==> src/rtl/ibex_lsu_pipelined.sv <==
// Pipelined load/store unit: byte/halfword alignment, in-order tracking of outstanding bus beats.
// Define LSU_MISALIGNED_EN to split word-crossing accesses into two beats; otherwise they return an error.
module ibex_lsu_pipelined #(
  parameter int unsigned DATA_W          = 32,
  parameter int unsigned MAX_OUTSTANDING = 2
) (
  input  logic                clk,
  input  logic                rst,
  output logic                data_req_o,
  input  logic                data_gnt_i,
  input  logic                data_rvalid_i,
  input  logic                data_err_i,
  output logic [31:0]         data_addr_o,
  output logic                data_we_o,
  output logic [DATA_W/8-1:0] data_be_o,
  output logic [DATA_W-1:0]   data_wdata_o,
  input  logic [DATA_W-1:0]   data_rdata_i,
  input  logic                lsu_req_i,
  input  logic                lsu_we_i,
  input  logic [1:0]          lsu_type_i,
  input  logic                lsu_sign_ext_i,
  input  logic [31:0]         lsu_addr_i,
  input  logic [31:0]         lsu_wdata_i,
  output logic                lsu_ready_o,
  output logic                lsu_rvalid_o,
  output logic [31:0]         lsu_rdata_o,
  output logic                load_err_o,
  output logic                store_err_o,
  output logic                busy_o
);

  localparam int unsigned BE_W  = DATA_W / 8;
  localparam int unsigned OFF_W = $clog2(BE_W);
  localparam int unsigned SZ_W  = OFF_W + 2;
  localparam int unsigned PTR_W = $clog2(MAX_OUTSTANDING);
  localparam int unsigned CNT_W = PTR_W + 1;

  typedef enum logic [1:0] {BEAT_SINGLE = 2'd0, BEAT_FIRST = 2'd1, BEAT_SECOND = 2'd2} beat_e;

  typedef struct packed {
    logic             we;
    logic [1:0]       ltype;
    logic [OFF_W-1:0] off;
    logic             sign;
    beat_e            beat;
  } trk_t;

  logic [CNT_W-1:0]    r_cnt;
  logic [PTR_W-1:0]    r_wr;
  logic [PTR_W-1:0]    r_rd;
  trk_t                r_fifo [MAX_OUTSTANDING];

  logic [OFF_W-1:0]    w_off;
  logic [SZ_W-1:0]     w_size;
  logic [3:0]          w_mask;
  logic                w_misal;
  logic [2*BE_W-1:0]   w_be_dbl;
  logic [DATA_W-1:0]   w_wd_ext;
  logic [2*DATA_W-1:0] w_wd_dbl;
  logic [31:0]         w_addr_base;
  logic                w_req;
  logic                w_ready;
  logic                w_second;
  logic                w_mis_err;
  beat_e               w_push_beat;
  logic                w_push;
  logic                w_pop;
  trk_t                w_entry;
  trk_t                w_top;
  logic [2*DATA_W-1:0] w_rd_dbl;
  logic [2*DATA_W-1:0] w_rd_shift;
  logic [31:0]         w_w32;
  logic [31:0]         w_ext;
  logic                w_err;
  logic                w_unused;

`ifdef LSU_MISALIGNED_EN
  typedef enum logic {ST_IDLE, ST_SECOND} state_e;
  state_e              r_state;
  state_e              w_state_nxt;
  logic [DATA_W-1:0]   r_stash;
  logic                r_err_q;
`endif

  // Request decode: size mask, lane rotation and misalignment detection
  always_comb begin
    case (lsu_type_i)
      2'b00:   begin w_size = SZ_W'(4); w_mask = 4'b1111; end
      2'b01:   begin w_size = SZ_W'(2); w_mask = 4'b0011; end
      default: begin w_size = SZ_W'(1); w_mask = 4'b0001; end
    endcase
  end

  assign w_off       = lsu_addr_i[OFF_W-1:0];
  assign w_misal     = (SZ_W'(w_off) + w_size) > SZ_W'(BE_W);
  assign w_be_dbl    = (2*BE_W)'(w_mask) << w_off;
  assign w_wd_ext    = DATA_W'(lsu_wdata_i);
  assign w_wd_dbl    = {w_wd_ext, w_wd_ext} << {w_off, 3'b000};
  assign w_addr_base = {lsu_addr_i[31:OFF_W], OFF_W'(0)};

  // Issue control
  always_comb begin
    w_req       = 1'b0;
    w_ready     = 1'b0;
    w_second    = 1'b0;
    w_mis_err   = 1'b0;
    w_push_beat = BEAT_SINGLE;
`ifdef LSU_MISALIGNED_EN
    w_state_nxt = r_state;
    case (r_state)
      ST_IDLE: begin
        if (lsu_req_i && w_misal) begin
          w_req       = (r_cnt <= CNT_W'(MAX_OUTSTANDING - 2));
          w_push_beat = BEAT_FIRST;
          if (w_req && data_gnt_i) w_state_nxt = ST_SECOND;
        end else if (lsu_req_i) begin
          w_req   = (r_cnt < CNT_W'(MAX_OUTSTANDING));
          w_ready = w_req && data_gnt_i;
        end
      end
      ST_SECOND: begin
        w_req       = 1'b1;
        w_second    = 1'b1;
        w_push_beat = BEAT_SECOND;
        w_ready     = data_gnt_i;
        if (data_gnt_i) w_state_nxt = ST_IDLE;
      end
      default: w_state_nxt = ST_IDLE;
    endcase
`else
    if (lsu_req_i && w_misal) begin
      w_mis_err = (r_cnt == '0);
      w_ready   = w_mis_err;
    end else if (lsu_req_i) begin
      w_req   = (r_cnt < CNT_W'(MAX_OUTSTANDING));
      w_ready = w_req && data_gnt_i;
    end
`endif
  end

  assign data_req_o   = w_req;
  assign data_we_o    = w_req & lsu_we_i;
  assign data_addr_o  = !w_req ? '0 : (w_second ? w_addr_base + 32'(BE_W) : w_addr_base);
  assign data_be_o    = !w_req ? '0 : (w_second ? w_be_dbl[2*BE_W-1:BE_W] : w_be_dbl[BE_W-1:0]);
  assign data_wdata_o = w_req ? w_wd_dbl[2*DATA_W-1:DATA_W] : '0;
  assign lsu_ready_o  = w_ready;
  assign busy_o       = (r_cnt != '0) | w_req;

  assign w_push      = w_req & data_gnt_i;
  assign w_pop       = data_rvalid_i & (r_cnt != '0);
  assign w_top       = r_fifo[r_rd];
  assign w_entry.we    = lsu_we_i;
  assign w_entry.ltype = lsu_type_i;
  assign w_entry.off   = w_off;
  assign w_entry.sign  = lsu_sign_ext_i;
  assign w_entry.beat  = w_push_beat;

  // Response path: join with the stashed first beat, shift down, extend
`ifdef LSU_MISALIGNED_EN
  assign w_rd_dbl = (w_top.beat == BEAT_SECOND) ? {data_rdata_i, r_stash} : {DATA_W'(0), data_rdata_i};
  assign w_err    = data_err_i | ((w_top.beat == BEAT_SECOND) & r_err_q);
`else
  assign w_rd_dbl = {DATA_W'(0), data_rdata_i};
  assign w_err    = data_err_i;
`endif
  assign w_rd_shift = w_rd_dbl >> {w_top.off, 3'b000};
  assign w_w32      = w_rd_shift[31:0];

  always_comb begin
    case (w_top.ltype)
      2'b00:   w_ext = w_w32;
      2'b01:   w_ext = {{16{w_top.sign & w_w32[15]}}, w_w32[15:0]};
      default: w_ext = {{24{w_top.sign & w_w32[7]}}, w_w32[7:0]};
    endcase
  end

  always_comb begin
    lsu_rvalid_o = 1'b0;
    lsu_rdata_o  = '0;
    load_err_o   = 1'b0;
    store_err_o  = 1'b0;
    if (w_pop && (w_top.beat != BEAT_FIRST)) begin
      lsu_rvalid_o = 1'b1;
      lsu_rdata_o  = w_top.we ? '0 : w_ext;
      load_err_o   = ~w_top.we & w_err;
      store_err_o  = w_top.we & w_err;
    end else if (w_mis_err) begin
      lsu_rvalid_o = 1'b1;
      load_err_o   = ~lsu_we_i;
      store_err_o  = lsu_we_i;
    end
  end

  // Tracking FIFO pointers/count and split-access state
  always_ff @(posedge clk) begin
    if (rst) begin
      r_cnt   <= '0;
      r_wr    <= '0;
      r_rd    <= '0;
`ifdef LSU_MISALIGNED_EN
      r_state <= ST_IDLE;
      r_stash <= '0;
      r_err_q <= 1'b0;
`endif
    end else begin
      if (w_push) r_wr <= r_wr + PTR_W'(1);
      if (w_pop)  r_rd <= r_rd + PTR_W'(1);
      if (w_push && !w_pop)      r_cnt <= r_cnt + CNT_W'(1);
      else if (!w_push && w_pop) r_cnt <= r_cnt - CNT_W'(1);
`ifdef LSU_MISALIGNED_EN
      r_state <= w_state_nxt;
      if (w_pop && (w_top.beat == BEAT_FIRST)) begin
        r_stash <= data_rdata_i;
        r_err_q <= data_err_i;
      end else if (w_pop && (w_top.beat == BEAT_SECOND)) begin
        r_err_q <= 1'b0;
      end
`endif
    end
  end

  always_ff @(posedge clk) begin
    if (w_push) r_fifo[r_wr] <= w_entry;
  end

  assign w_unused = ^{w_wd_dbl[DATA_W-1:0], w_rd_shift[2*DATA_W-1:32], w_be_dbl};

endmodule

==> config.mk <==
export PLATFORM = sky130hd
export DESIGN_NAME = ibex_lsu_pipelined
export DESIGN_NICKNAME = d
export VERILOG_FILES = /design/src/rtl/ibex_lsu_pipelined.sv
export SDC_FILE = /design/constraint.sdc
export NUM_CORES = 1
export LEC_CHECK = 0
export ABC_AREA = 1
export BUFFER_PORTS_ARGS = -buffer_cell sky130_fd_sc_hd__buf_2
export CAP_MARGIN = 20
export CORE_UTILIZATION = 25
export DETAILED_ROUTE_END_ITERATION = 6
export GPL_ROUTABILITY_DRIVEN = 1
export GPL_TIMING_DRIVEN = 0
export SLEW_MARGIN = 40
export SYNTH_ARGS = -nofsm -noshare
export SYNTH_HDL_FRONTEND = slang
export SYNTH_SLANG_ARGS = --single-unit
==> constraint.sdc <==
create_clock -name clk -period 4.66 [get_ports clk]
set_input_delay 1.165 -clock clk [delete_from_list [all_inputs] [get_ports clk]]
set_output_delay 1.165 -clock clk [all_outputs]
set_load 0.01 [all_outputs]
# [Yosys cells after proc, flatten, opt, wreduce, memory -nomap -nowiden]
# Memories as Yosys holds them, arrays and structs flattened. A register that Yosys moved wholly into a read port is not among the register bits.
# Index checks and enable logic that the tools add are counted.
[word_totals] reg_bits=4 latch_bits=0 mem_bits_rw=12 rom_bits=0 in_bits=106 output_inout_bits=107 wordCells=64 mem_count=1
[mem_list] memory="r_fifo" words=2 word_bits=6 rd=1 rd_clocked_by_memory_dff=1 write_ports=1 line_no="51" text="trk_t r_fifo [MAX_OUTSTANDING];"
[classes] n_addsub=5 mul=0 div=0 n_lt_le_gt_ge=2 n_eq_ne=3 n_shift=3 mux=25 n_bitwise=10 n_reduce_logical=12
[op_table] cell="$mux 32" count=4
[op_table] cell="$pmux 32 s2" count=1
[op_table] cell="$shl 64x5->64" count=1
[op_table] cell="$shr 32x5->32" count=1
[op_table] cell="$mux 1" count=15
[op_table] cell="$pmux 4 s2" count=1
[op_table] cell="$and 1x1->1" count=7
[op_table] cell="$logic_not 2->1" count=3
[op_table] cell="$pmux 3 s2" count=1
[op_table] cell="$logic_and 1x1->1" count=5
[op_table] cell="$add 2x4->4" count=1
[op_table] cell="$eq 2x1->1 const B" count=2
[op_table] cell="$gt 4x3->1 const B" count=1
[op_table] cell="$mux 2" count=2
[op_table] cell="$mux 4" count=1
[op_table] cell="$reduce_bool 2->1" count=2
[op_table] cell="$shl 4x2->4" count=1
[op_table] cell="$add 1x1->1 const B" count=2
[op_table] cell="$add 2x1->2 const B" count=1
[op_table] cell="$logic_not 1->1" count=2
[op_table] cell="$lt 2x2->1 const B" count=1
[op_table] cell="$ne 2x1->1 const AB" count=1
[op_table] cell="$not 1->1" count=2
[op_table] cell="$sub 2x1->2 const B" count=1
[op_table] cell="$or 1x1->1" count=1

# [Depth between registers and ports, before layout]
[logic_depth] ltp_word=11 mapped_depth=14 depth_no_buf=14

# [Worst setup path after synthesis]
# Ideal clock, no wire load.
[synth_path] path_kind="input -> output" startpoint="input lsu_addr_i[0]" endpoint="output busy_o" arrival_ps=2795 required_ps=3495 path_slack_ps=700 cell_stages=12 path_buffers=4 cell_sequence="buf_2 > inv_1 > buf_1 > ha_1 > nand2_1 > nand2_1 > nand2_1 > nand2_1 > nand2_1 > buf_2 > buf_2 > nand2_1"
[synth_via] elab_chain_len=5
[synth_rtl] item="from (decl)" line_no="22" text="input logic [31:0] lsu_addr_i,"
[synth_rtl] item="$add 2x4->4" line_no="95" text="assign w_misal = (SZ_W'(w_off) + w_size) > SZ_W'(BE_W);"
[synth_rtl] item="$gt 4x3->1" line_no="95"
[synth_rtl] item="$logic_and 1x1->1" line_no="131" text="if (lsu_req_i && w_misal) begin"
[synth_rtl] item="$mux 1" line_no="131"
[synth_rtl] item="$or 1x1->1" line_no="147" text="assign busy_o = (r_cnt != '0) | w_req;"
[synth_rtl] item="to (decl)" line_no="29" text="output logic busy_o"
# No other way between the ends.

# [Final worst setup path]
[layout_path] startpoint="input lsu_type_i[1]" endpoint="output data_wdata_o[15]"
[layout_via] elab_chain_len=7
[layout_rtl] item="from (decl)" line_no="20" text="input logic [1:0] lsu_type_i,"
[layout_rtl] item="$eq 2x1->1 or $logic_not 2->1 (tied branches)" line_no="87" text="case (lsu_type_i)"
[layout_rtl] item="$pmux 3 s2 *" line_no="87"
[layout_rtl] item="$add 2x4->4 *" line_no="95"
[layout_rtl] item="$gt 4x3->1 *" line_no="95"
[layout_rtl] item="$logic_and 1x1->1 *" line_no="131"
[layout_rtl] item="$mux 1 *" line_no="131"
[layout_rtl] item="$mux 32 *" line_no="145" text="assign data_wdata_o = w_req ? w_wd_dbl[2*DATA_W-1:DATA_W] : '0;"
[layout_rtl] item="to (decl)" line_no="16" text="output logic [DATA_W-1:0] data_wdata_o,"
# Mark *: on every way between the ends. The rest lies on a longest branch, timed or not.

==> impl_metrics.xml <==
<?xml version="1.0" encoding="UTF-8"?>
<metrics>
  <group name="worst_setup_path">
    <metric name="cells_along_the_critical_path" unit="">buf_2 -&gt; clkbuf_1 -&gt; ha_1 -&gt; fa_1 -&gt; inv_1 -&gt; nand2_1 -&gt; nand2_1 -&gt; nand2_1 -&gt; nand2_1 -&gt; nand2_1 -&gt; buf_2 -&gt; buf_2 -&gt; nor2_1 -&gt; buf_2</metric>
    <metric name="worstPathMaxFanout" unit="">10</metric>
    <metric name="worstSetupStartpointType" unit="">input pin</metric>
    <metric name="cp-end-kind" unit="">output pin</metric>
    <metric name="setup.worst_path.class" unit="">in2out</metric>
    <metric name="critPathBufInv" unit="">6</metric>
    <metric name="worstPathArrival" unit="ns">3.29</metric>
    <metric name="slowest_delay" unit="ns">0.49</metric>
    <metric name="crit_family" unit="">buffers and inverters</metric>
    <metric name="slowest_stage" unit="">sky130_fd_sc_hd__fa_1</metric>
    <metric name="critical_path.most_common_cell" unit="">sky130_fd_sc_hd__nand2_1</metric>
    <metric name="critPathRequiredTime" unit="ns">3.49</metric>
  </group>
  <group name="timing">
    <metric name="finalHoldViolations" unit="">0</metric>
    <metric name="final_min_period_over_clock_period" unit="%">95.5</metric>
    <metric name="timing.slew.headroom" unit="%">61.9</metric>
    <metric name="worst_pin_slew" unit="ns">0.572</metric>
    <metric name="fmax" unit="GHz">0.225</metric>
    <metric name="final-setup-viol-count" unit="">0</metric>
    <metric name="rsz0062_at_grt" unit="">false</metric>
    <metric name="max_slew_violation_count" unit="">0</metric>
    <metric name="setup_total_negative_slack" unit="ns">0</metric>
    <metric name="fin_crit" unit="ns">4.45</metric>
    <metric name="fin_skew" unit="ns">0.00137</metric>
  </group>
  <group name="job">
    <metric name="max-cap-violations" unit="">0</metric>
  </group>
  <group name="clock_network">
    <metric name="cts_hold_buffers" unit="">0</metric>
    <metric name="root_buf_cell" unit="">sky130_fd_sc_hd__clkbuf_16</metric>
    <metric name="ctsLongestPathBuffers" unit="">2</metric>
    <metric name="ctsHtreeMaxLevel" unit="">1</metric>
    <metric name="worst_skew_late_latency" unit="ns">0.25</metric>
    <metric name="path_clk_slew" unit="ns">0.05</metric>
    <metric name="clock_sinks" unit="">17</metric>
    <metric name="numCtsBuffers" unit="">3</metric>
    <metric name="tritoncts" unit="">done</metric>
  </group>
  <group name="routing">
    <metric name="drt-total-wl" unit="mm">12.7</metric>
    <metric name="drt_first_pass_iters" unit="">5</metric>
    <metric name="viasPerCell" unit="">4.60</metric>
    <metric name="drc_errors" unit="">0</metric>
    <metric name="routedWlPerCell" unit="microns">13.1</metric>
    <metric name="via_count" unit="">4462</metric>
    <metric name="antenna_violating_nets_post_route" unit="">0</metric>
    <metric name="first_iter_violations" unit="">246</metric>
  </group>
  <group name="synthesis">
    <metric name="synth.area.mux_share" unit="%">0</metric>
    <metric name="synth-compound-area-share" unit="%">25.3</metric>
    <metric name="ys.flop_type" unit="">sky130_fd_sc_hd__edfxtp_1</metric>
    <metric name="syn_area_per_cell" unit="sq um">5.09</metric>
    <metric name="synth_adder_area_share" unit="%">2.28</metric>
    <metric name="simple_gate_fraction_of_synth_area" unit="%">36.4</metric>
    <metric name="combinational_family_with_the_most_area_after_synthesis" unit="">simple AND/OR/NAND/NOR gates</metric>
    <metric name="synth-edff-count" unit="">12</metric>
    <metric name="yosys.cell_count.top_type" unit="">sky130_fd_sc_hd__nand2_1</metric>
    <metric name="synth.yosys.seq_area_share" unit="%">15.0</metric>
    <metric name="synth.cells.most_frequent" unit="">163 x sky130_fd_sc_hd__nand2_1, 116 x sky130_fd_sc_hd__inv_1, 94 x sky130_fd_sc_hd__o21ai_0</metric>
    <metric name="synth_top_area_share" unit="%">19.9</metric>
    <metric name="yosys-top-cells-area" unit="">sky130_fd_sc_hd__nand2_1 20%, sky130_fd_sc_hd__o21ai_0 15%, sky130_fd_sc_hd__inv_1 14%</metric>
    <metric name="synth_cell_type_count" unit="">32</metric>
    <metric name="synthesis.yosys.warnings" unit="">0</metric>
    <metric name="netlist_instances" unit="">603</metric>
    <metric name="ys_ff_latch" unit="">17</metric>
    <metric name="synthXorXnorAreaFrac" unit="%">0.285</metric>
    <metric name="post_synth_instance_area" unit="sq um">3070</metric>
    <metric name="postSynth.asyncResetShare" unit="%">0</metric>
    <metric name="netlist.top_cell.by_area" unit="">sky130_fd_sc_hd__nand2_1</metric>
  </group>
  <group name="worst_hold_path">
    <metric name="worstHoldPathType" unit="">reg2reg</metric>
  </group>
  <group name="floorplanning">
    <metric name="ios" unit="">213</metric>
    <metric name="initial_core_util" unit="%">25.6</metric>
    <metric name="fp.dieArea" unit="sq um">12700</metric>
    <metric name="die_h" unit="microns">113</metric>
    <metric name="core_region_area" unit="sq um">12000</metric>
    <metric name="floorplan.rows" unit="">40</metric>
    <metric name="fp.dieW" unit="microns">113</metric>
  </group>
  <group name="grt">
    <metric name="first_global_vias" unit="">4064</metric>
    <metric name="grt_first_pass_wirelength" unit="mm">19.7</metric>
    <metric name="grt_max_degree" unit="">17</metric>
    <metric name="antenna_found_initial" unit="">1</metric>
    <metric name="grtUsageTotal" unit="%">19.3</metric>
    <metric name="globalRoute.totalOverflow" unit="">0</metric>
  </group>
  <group name="power">
    <metric name="switching_share" unit="%">51.4</metric>
    <metric name="clock_power_share" unit="%">13.1</metric>
    <metric name="power_switching" unit="uW">669</metric>
    <metric name="comb_power_share" unit="%">72.1</metric>
    <metric name="p_leak" unit="uW">0.00284</metric>
    <metric name="power.sequential.fraction" unit="%">14.8</metric>
    <metric name="ir_drop" unit="mV">0.140</metric>
    <metric name="intPower" unit="uW">633</metric>
    <metric name="pwr_density_cell" unit="nW/um^2">294</metric>
  </group>
  <group name="placement">
    <metric name="place.port_buffers" unit="">210</metric>
    <metric name="place.gp.congestion" unit="">0.903</metric>
    <metric name="dp_hpwl" unit="mm">10.5</metric>
  </group>
  <group name="finish">
    <metric name="post_route_cells_drive_above_1_share" unit="%">30.7</metric>
    <metric name="areaGrowthSynthToFinish" unit="%">44.2</metric>
    <metric name="post-route-util" unit="%">36.9</metric>
    <metric name="layout.nets" unit="">933</metric>
  </group>
  <group name="run_status">
    <metric name="outcome" unit="">finished, final reports clean</metric>
  </group>
</metrics>
[layout make-up]
cell class                      instances  area [sq um]
Inverter                              119           453
Antenna cell                            1          2.50
Timing Repair Buffer                  214          1080
Tap cell                              147           184
Clock inverter                          1          7.51
Buffer                                 35           184
Sequential cell                        17           460
Fill cell                            1422          7580
Clock buffer                            3          75.1
Multi-Input combinational cell        432          1980
[sequential cells by signal, summed over array words and instances (netlist names), named ones only]
signal,flops
r_rd,1
r_cnt,2
r_fifo,12
r_wr,1
[stage by stage]
stage               power, uW  setup WS (ns)  cells  cell area [sq um]  hold slack, ns
global route             1430         0.0202    969               4430           0.469
floorplan                 797          0.700    604               3070           0.425
detailed placement       1130         -0.123    961               4310           0.445
global placement         1130         -0.121    961               4310           0.435
finish                   1300          0.208    969               4430           0.452
CTS                      1300         0.0966    964               4390           0.454
[kinds of logic after synthesis]
kind of cell               count (synthesis)
buffers and inverters                    155
AOI/OAI and AO/OA                        149
DFF                                       17
xor gates and xnor gates                   1
adders and majority gates                  5
and+or+nand+nor                          275
other                                      1
[layout by cell type, fill, tap and decap left out, types with 2 or more instances in the layout]
cell                         instances
sky130_fd_sc_hd__conb_1              2
sky130_fd_sc_hd__nor2_4              2
sky130_fd_sc_hd__clkbuf_16           3
sky130_fd_sc_hd__inv_1             115
sky130_fd_sc_hd__nor2_1             91
sky130_fd_sc_hd__a21oi_1            49
sky130_fd_sc_hd__clkbuf_1           16
sky130_fd_sc_hd__clkinvlp_4          2
sky130_fd_sc_hd__nand2_2             4
sky130_fd_sc_hd__ha_1                4
sky130_fd_sc_hd__buf_6               3
sky130_fd_sc_hd__o21ai_0            94
sky130_fd_sc_hd__nand2_1           163
sky130_fd_sc_hd__edfxtp_1           12
sky130_fd_sc_hd__o21ai_4             2
sky130_fd_sc_hd__dfxtp_1             5
sky130_fd_sc_hd__buf_1               2
sky130_fd_sc_hd__inv_2               2
sky130_fd_sc_hd__nand3_1             9
sky130_fd_sc_hd__buf_2             219
sky130_fd_sc_hd__buf_4               8
[timing repair]
action	CTS	global route
setup endpoints to repair	33	30
resized for setup	0	2
gates cloned	0	0
hold endpoints to repair	0	0
buffers inserted	0	4
[path summary, 6_finish.rpt]
check,start,to,slack [ns],depth (start not counted)
max,lsu_type_i[1],data_wdata_o[15],0.21,14
min,r_rd,register,0.45,1
max reg2reg,r_cnt[1],r_cnt[1],3.12,8
min reg2reg,r_rd,register,0.45,1
[per-layer routing]
layer / track usage (%) / wire (microns) / vias up
met2: 35.1 / 6110 / 236
met5: 0 / 0 / -
met1: 22.8 / 5190 / 1922
li1: - / - / 2279
met3: 3.21 / 1030 / 25
met4: 6.76 / 366 / 0
[power groups by stage]
stage          registers, uW  clock network (uW)  logic [uW]
6_report                 192                 171         938
5_1_grt                  194                 182        1050
4_1_cts                  193                 175         936
3_5_place_dp             196                   0         933
3_3_place_gp             195                   0         932
2_1_floorplan            194                   0         603
No activity file was read; power rests on OpenSTA's default activity.
